--- src/rtl/fft_adc_multi.sv ---
// fft_adc_multi: frame sequencer for CH ADS8320-class ADCs
// sharing CS/SCL, with a valid/ready output register.
module fft_adc_multi #(
   parameter int CH        = 2,
   parameter int DATA_W    = 16,
   parameter int LEAD_BITS = 6,
   parameter int DIV       = 12,
   parameter int CS_MIN    = 8,
   parameter int PERIOD    = 1024
) (
   input  logic                 iCLK,
   input  logic                 iRESET,
   input  logic                 iEN,
   input  logic                 iCONT,
   input  logic [CH-1:0]        iADC_DATA,
   input  logic                 iREADY,
   input  logic                 iOVR_CLR,
   output logic                 oADC_CS,
   output logic                 oADC_SCL,
   output logic [CH*DATA_W-1:0] oDATA,
   output logic                 oVALID,
   output logic                 oOVR,
   output logic                 oBUSY
);
   localparam int N   = LEAD_BITS + DATA_W;
   localparam int DCW = $clog2(DIV) + 1;
   localparam int ECW = $clog2(N + 1) + 1;
   localparam int GCW = $clog2(CS_MIN) + 1;
   localparam int PCW = $clog2(PERIOD) + 1;

   typedef enum logic [1:0] {IDLE, CONV, GAP} state_t;

   state_t                   state_q, state_d;
   logic                     go, fin, start, tick, gap_end;
   logic [DCW-1:0]           div_q;
   logic [ECW-1:0]           ecnt_q;
   logic [GCW-1:0]           gcnt_q;
   logic [PCW-1:0]           pcnt_q;
   logic                     cs_q, scl_q, rise_q, done_q;
   logic                     cont_q, valid_q, ovr_q;
   logic [CH-1:0][DATA_W-1:0] sh_q;
   logic [CH*DATA_W-1:0]     data_q;

   assign tick    = (div_q == DCW'(DIV - 1));
   assign gap_end = (gcnt_q == GCW'(CS_MIN - 1));
   // First frame after entering continuous mode starts at once.
   assign start   = iEN && (!iCONT || !cont_q ||
                    (pcnt_q == PCW'(PERIOD - 1)));

   // State register.
   always_ff @(posedge iCLK or posedge iRESET) begin
      if (iRESET) state_q <= IDLE;
      else        state_q <= state_d;
   end

   // Next state; the last GAP cycle doubles as a start decision
   // so back-to-back frames see exactly CS_MIN high cycles.
   always_comb begin
      state_d = state_q;
      go      = 1'b0;
      fin     = 1'b0;
      unique case (state_q)
         IDLE: if (start) begin
            state_d = CONV;
            go      = 1'b1;
         end
         CONV: if (tick && scl_q && ecnt_q == ECW'(N)) begin
            state_d = GAP;
            fin     = 1'b1;
         end
         GAP: if (gap_end) begin
            if (start) begin
               state_d = CONV;
               go      = 1'b1;
            end else begin
               state_d = IDLE;
            end
         end
         default: state_d = IDLE;
      endcase
   end

   // CS/SCL generation, edge, gap and period counters.
   always_ff @(posedge iCLK or posedge iRESET) begin
      if (iRESET) begin
         cs_q   <= 1'b1;
         scl_q  <= 1'b1;
         div_q  <= '0;
         ecnt_q <= '0;
         gcnt_q <= '0;
         pcnt_q <= '0;
         rise_q <= 1'b0;
         done_q <= 1'b0;
         cont_q <= 1'b0;
      end else begin
         rise_q <= 1'b0;
         done_q <= fin;
         if (go) begin
            cs_q   <= 1'b0;
            scl_q  <= 1'b1;
            div_q  <= '0;
            ecnt_q <= '0;
            cont_q <= iCONT;
         end else if (fin) begin
            cs_q  <= 1'b1;
            scl_q <= 1'b1;
            div_q <= '0;
         end else if (state_q == CONV) begin
            div_q <= tick ? '0 : div_q + 1'b1;
            if (tick) begin
               scl_q <= ~scl_q;
               if (!scl_q) begin
                  ecnt_q <= ecnt_q + 1'b1;
                  rise_q <= 1'b1;
               end
            end
         end
         if (fin)                 gcnt_q <= '0;
         else if (state_q == GAP) gcnt_q <= gcnt_q + 1'b1;
         if (go)
            pcnt_q <= '0;
         else if (pcnt_q != PCW'(PERIOD - 1))
            pcnt_q <= pcnt_q + 1'b1;
      end
   end

   // Shift data bits in MSB-first on the rising-edge cycle.
   always_ff @(posedge iCLK or posedge iRESET) begin
      if (iRESET) begin
         sh_q <= '0;
      end else if (rise_q && ecnt_q > ECW'(LEAD_BITS)) begin
         for (int k = 0; k < CH; k++)
            sh_q[k] <= {sh_q[k][DATA_W-2:0], iADC_DATA[k]};
      end
   end

   // Output register, handshake and sticky overrun.
   always_ff @(posedge iCLK or posedge iRESET) begin
      if (iRESET) begin
         data_q  <= '0;
         valid_q <= 1'b0;
         ovr_q   <= 1'b0;
      end else begin
         if (done_q) begin
            data_q  <= sh_q;
            valid_q <= 1'b1;
         end else if (valid_q && iREADY) begin
            valid_q <= 1'b0;
         end
         if (done_q && valid_q && !iREADY) ovr_q <= 1'b1;
         else if (iOVR_CLR)                ovr_q <= 1'b0;
      end
   end

   assign oADC_CS  = cs_q;
   assign oADC_SCL = scl_q;
   assign oDATA    = data_q;
   assign oVALID   = valid_q;
   assign oOVR     = ovr_q;
   assign oBUSY    = (state_q != IDLE);
endmodule

--- config.mk ---
export PLATFORM = sky130hd
export DESIGN_NAME = fft_adc_multi
export DESIGN_NICKNAME = d
export VERILOG_FILES = /design/src/rtl/fft_adc_multi.sv
export SDC_FILE = /design/constraint.sdc
export NUM_CORES = 1
export LEC_CHECK = 0
export BUFFER_PORTS_ARGS = -buffer_cell sky130_fd_sc_hd__buf_4
export CORE_MARGIN = 2
export CORE_UTILIZATION = 60
export CTS_CLUSTER_DIAMETER = 120
export CTS_CLUSTER_SIZE = 25
export DETAILED_ROUTE_END_ITERATION = 7
export PLACE_DENSITY = 0.91
export SYNTH_ARGS = -nofsm -noshare
export SYNTH_HDL_FRONTEND = slang
export SYNTH_SLANG_ARGS = --single-unit
--- constraint.sdc ---
create_clock -name iCLK -period 8.1 [get_ports iCLK]
set_input_delay 0.81 -clock iCLK [delete_from_list [all_inputs] [get_ports iCLK]]
set_output_delay 0.81 -clock iCLK [all_outputs]
set_load 0.005 [all_outputs]
==> qor.csv <==
metric,value,unit
outcome,"complete, no violations",
routedWlPerCell,15.3,µm
place_ws,6070,ps
crit_path_end_kind,output pin,
drc,0,
rsz0062_at_grt,false,
path_max_fanout,6,
worstSkewPairLatency,370,ps
cts_num_sinks,99,
grt-ovfl-total,0,
synthCells,312,
clockPowerShare,27.5,%
setup_viol,0,
cp-startpoint,state_q[0],
grt_pass1_vias,2434,
dr.pass1.iters,4,
timing_hold_violations_final,0,
grtUsageTotal,19.2,%
whs,490,ps
final_area,4850,µm²
internal-power,0.879,mW
cts_tree,done,
ys_seq_elements,99,
drt_iter0_markers,83,
max_freq,483,MHz
core,6830,µm²
gp_congestion,0.781,
area_growth,14.0,%
fp.dieH,88.2,µm
synth_cell_types,53,
layout-drive-gt1-share,44.3,%
relSlewSlack,59.0,%
place_area,4620,µm²
final_max_slew_viol_count,0,
die_x,88.2,µm
syn-cell-area,4250,µm²
cts_root_buf,clkbuf_8,
ys_seq_area_share,58.3,%
ios,45,
fin_tns_setup,0,ps
p_leak,2.35,nW
synth_edf_count,0,
post_cts_resized,0,
period_share,25.6,%
async_flop_share,100,%
cts_hold_repair.buffers,0,
numCtsBuffers,9,
rows,30,
place_hpwl,4620,µm
skew,14.2,ps
p_comb_share,21.0,%
irDropWorstVdd,0.129,mV
power.density,265,nW/µm²
ys.flop_type,dfrtp_1,
switching_share,31.6,%
post_cts_buffers,0,
p_seq_share,51.5,%
avgSynthCellArea,13.6,µm²
r2r_start,pcnt_q[0],
worstHoldStart,gcnt_q[3],
viasPerCell,5.55,
portBuffers,44,
routed_wl,7000,µm
vias,2535,
hp-class,reg -> reg,
worst_slew_pin_slew,615,ps
ys_warn_count,0,
clk_pin_slew,100,ps
crit_type,reg -> out,
clockBufferDepth,2,
post-route-min-period,2070,ps
start_util,62.3,%
cp-start-kind,register,
required,7290,ps
grt_max_degree,53,
antenna_cells,0,
final_antenna_net_count,0,
cts.htree.levels,3,
syn-num-nets,325,
netSwitchingPower,0.407,mW
grt_pass1_wl,11600,µm
max_cap_viol_count,0,
power.total,1.29,mW
antenna_found_initial,0,
cp.arrival,1260,ps
dieArea,7780,µm²
nets,369,
setup_ws,6030,ps
[routing by layer]
metal,share of wire (%),routed length [µm],track usage [%]
met3,3.3,230,4.90
met1,46,3250,26.4
met4,1.9,134,6.34
met2,48,3380,30.3
met5,0,0,0
[path summary, 6_finish.rpt]
| check | endpoint | slack (ps) | depth (start not counted) |
|---|---|---|---|
| max | oBUSY | 6030 | 2 |
| min | gcnt_q[3] | 490 | 1 |
| max reg2reg | div_q[1] | 6190 | 5 |
| min reg2reg | gcnt_q[3] | 490 | 1 |
| max in group asynchronous | sh_q[26] | 6550 | 3 |
| min in group asynchronous | pcnt_q[5] | 510 | 2 |
[cell usage after synthesis, types with 3 or more instances]
master,count,share of area (%)
nor2b_1,3,0.44
buf_1,3,0.26
mux2_2,63,17
nand4_1,7,1.0
nand2_1,13,1.1
ha_1,5,1.5
buf_6,5,1.3
o21ai_0,6,0.71
a21oi_1,5,0.59
nand3_1,9,1.1
a21oi_2,3,0.62
xnor2_1,10,2.1
dfrtp_1,97,57
buf_4,3,0.53
nor2_1,5,0.44
inv_1,8,0.71
nor3_1,5,0.59
a211oi_1,3,0.53
nand2b_1,3,0.44
nor2_2,17,2.5
[state kept, by name (all words and copies together), names as in the netlist, 2 cells and up]
| signal | cells |
|---|---|
| div_q | 5 |
| oDATA | 32 |
| state_q | 2 |
| pcnt_q | 11 |
| ecnt_q | 6 |
| gcnt_q | 4 |
| sh_q | 32 |
[cells in the final DEF (no fill, tap or decap), drive strengths merged, types with 6 or more instances in the layout]
cell type	netlist	layout
nand4	7	7
inv	8	10
nor2	22	22
dfrtp	97	97
o21ai	6	6
a21oi	8	8
mux2	65	65
nand2	13	13
nand3	9	9
buf	12	47
xnor2	10	10
clkbuf	2	10
[logic make-up (layout without fill, tap and decap cells)]
| family | count (synthesis) | count (layout) | share of synthesized area (%) |
|---|---|---|---|
| compound gates | 28 | 28 | 5.09 |
| xor+xnor | 12 | 12 | 2.47 |
| fa+ha+maj | 5 | 5 | 1.47 |
| buf+inv | 22 | 71 | 3.15 |
| flops | 99 | 99 | 58.3 |
| mux | 66 | 66 | 17.4 |
| simple gates | 80 | 80 | 12.1 |
[power by group through the flow]
stage	combinational (mW)	sequential (mW)	clock, mW
floorplan	0.234	0.643	0
global placement	0.254	0.664	0
detailed placement	0.269	0.669	0
CTS	0.273	0.660	0.358
global route	0.304	0.674	0.379
finish	0.271	0.662	0.353
[critical path: stages (launching register included)]
cell	delay, ps
dfrtp_1	460
or2_2	300
buf_4	130
[final cells by class]
type / instances / area (µm²)
Timing Repair Buffer: 47 / 353
Clock buffer: 10 / 128
Sequential cell: 99 / 2480
Fill cell: 460 / 1980
Clock inverter: 6 / 96.3
Tap cell: 96 / 120
Inverter: 8 / 32.5
Multi-Input combinational cell: 191 / 1640
[stage by stage]
step	utilization (%)	instances
finish	71.0	457
CTS	71.0	457
floorplan	-	312
global placement	67.7	441
detailed placement	67.7	441
global route	71.0	457
Power figures use the tool's default switching activity.
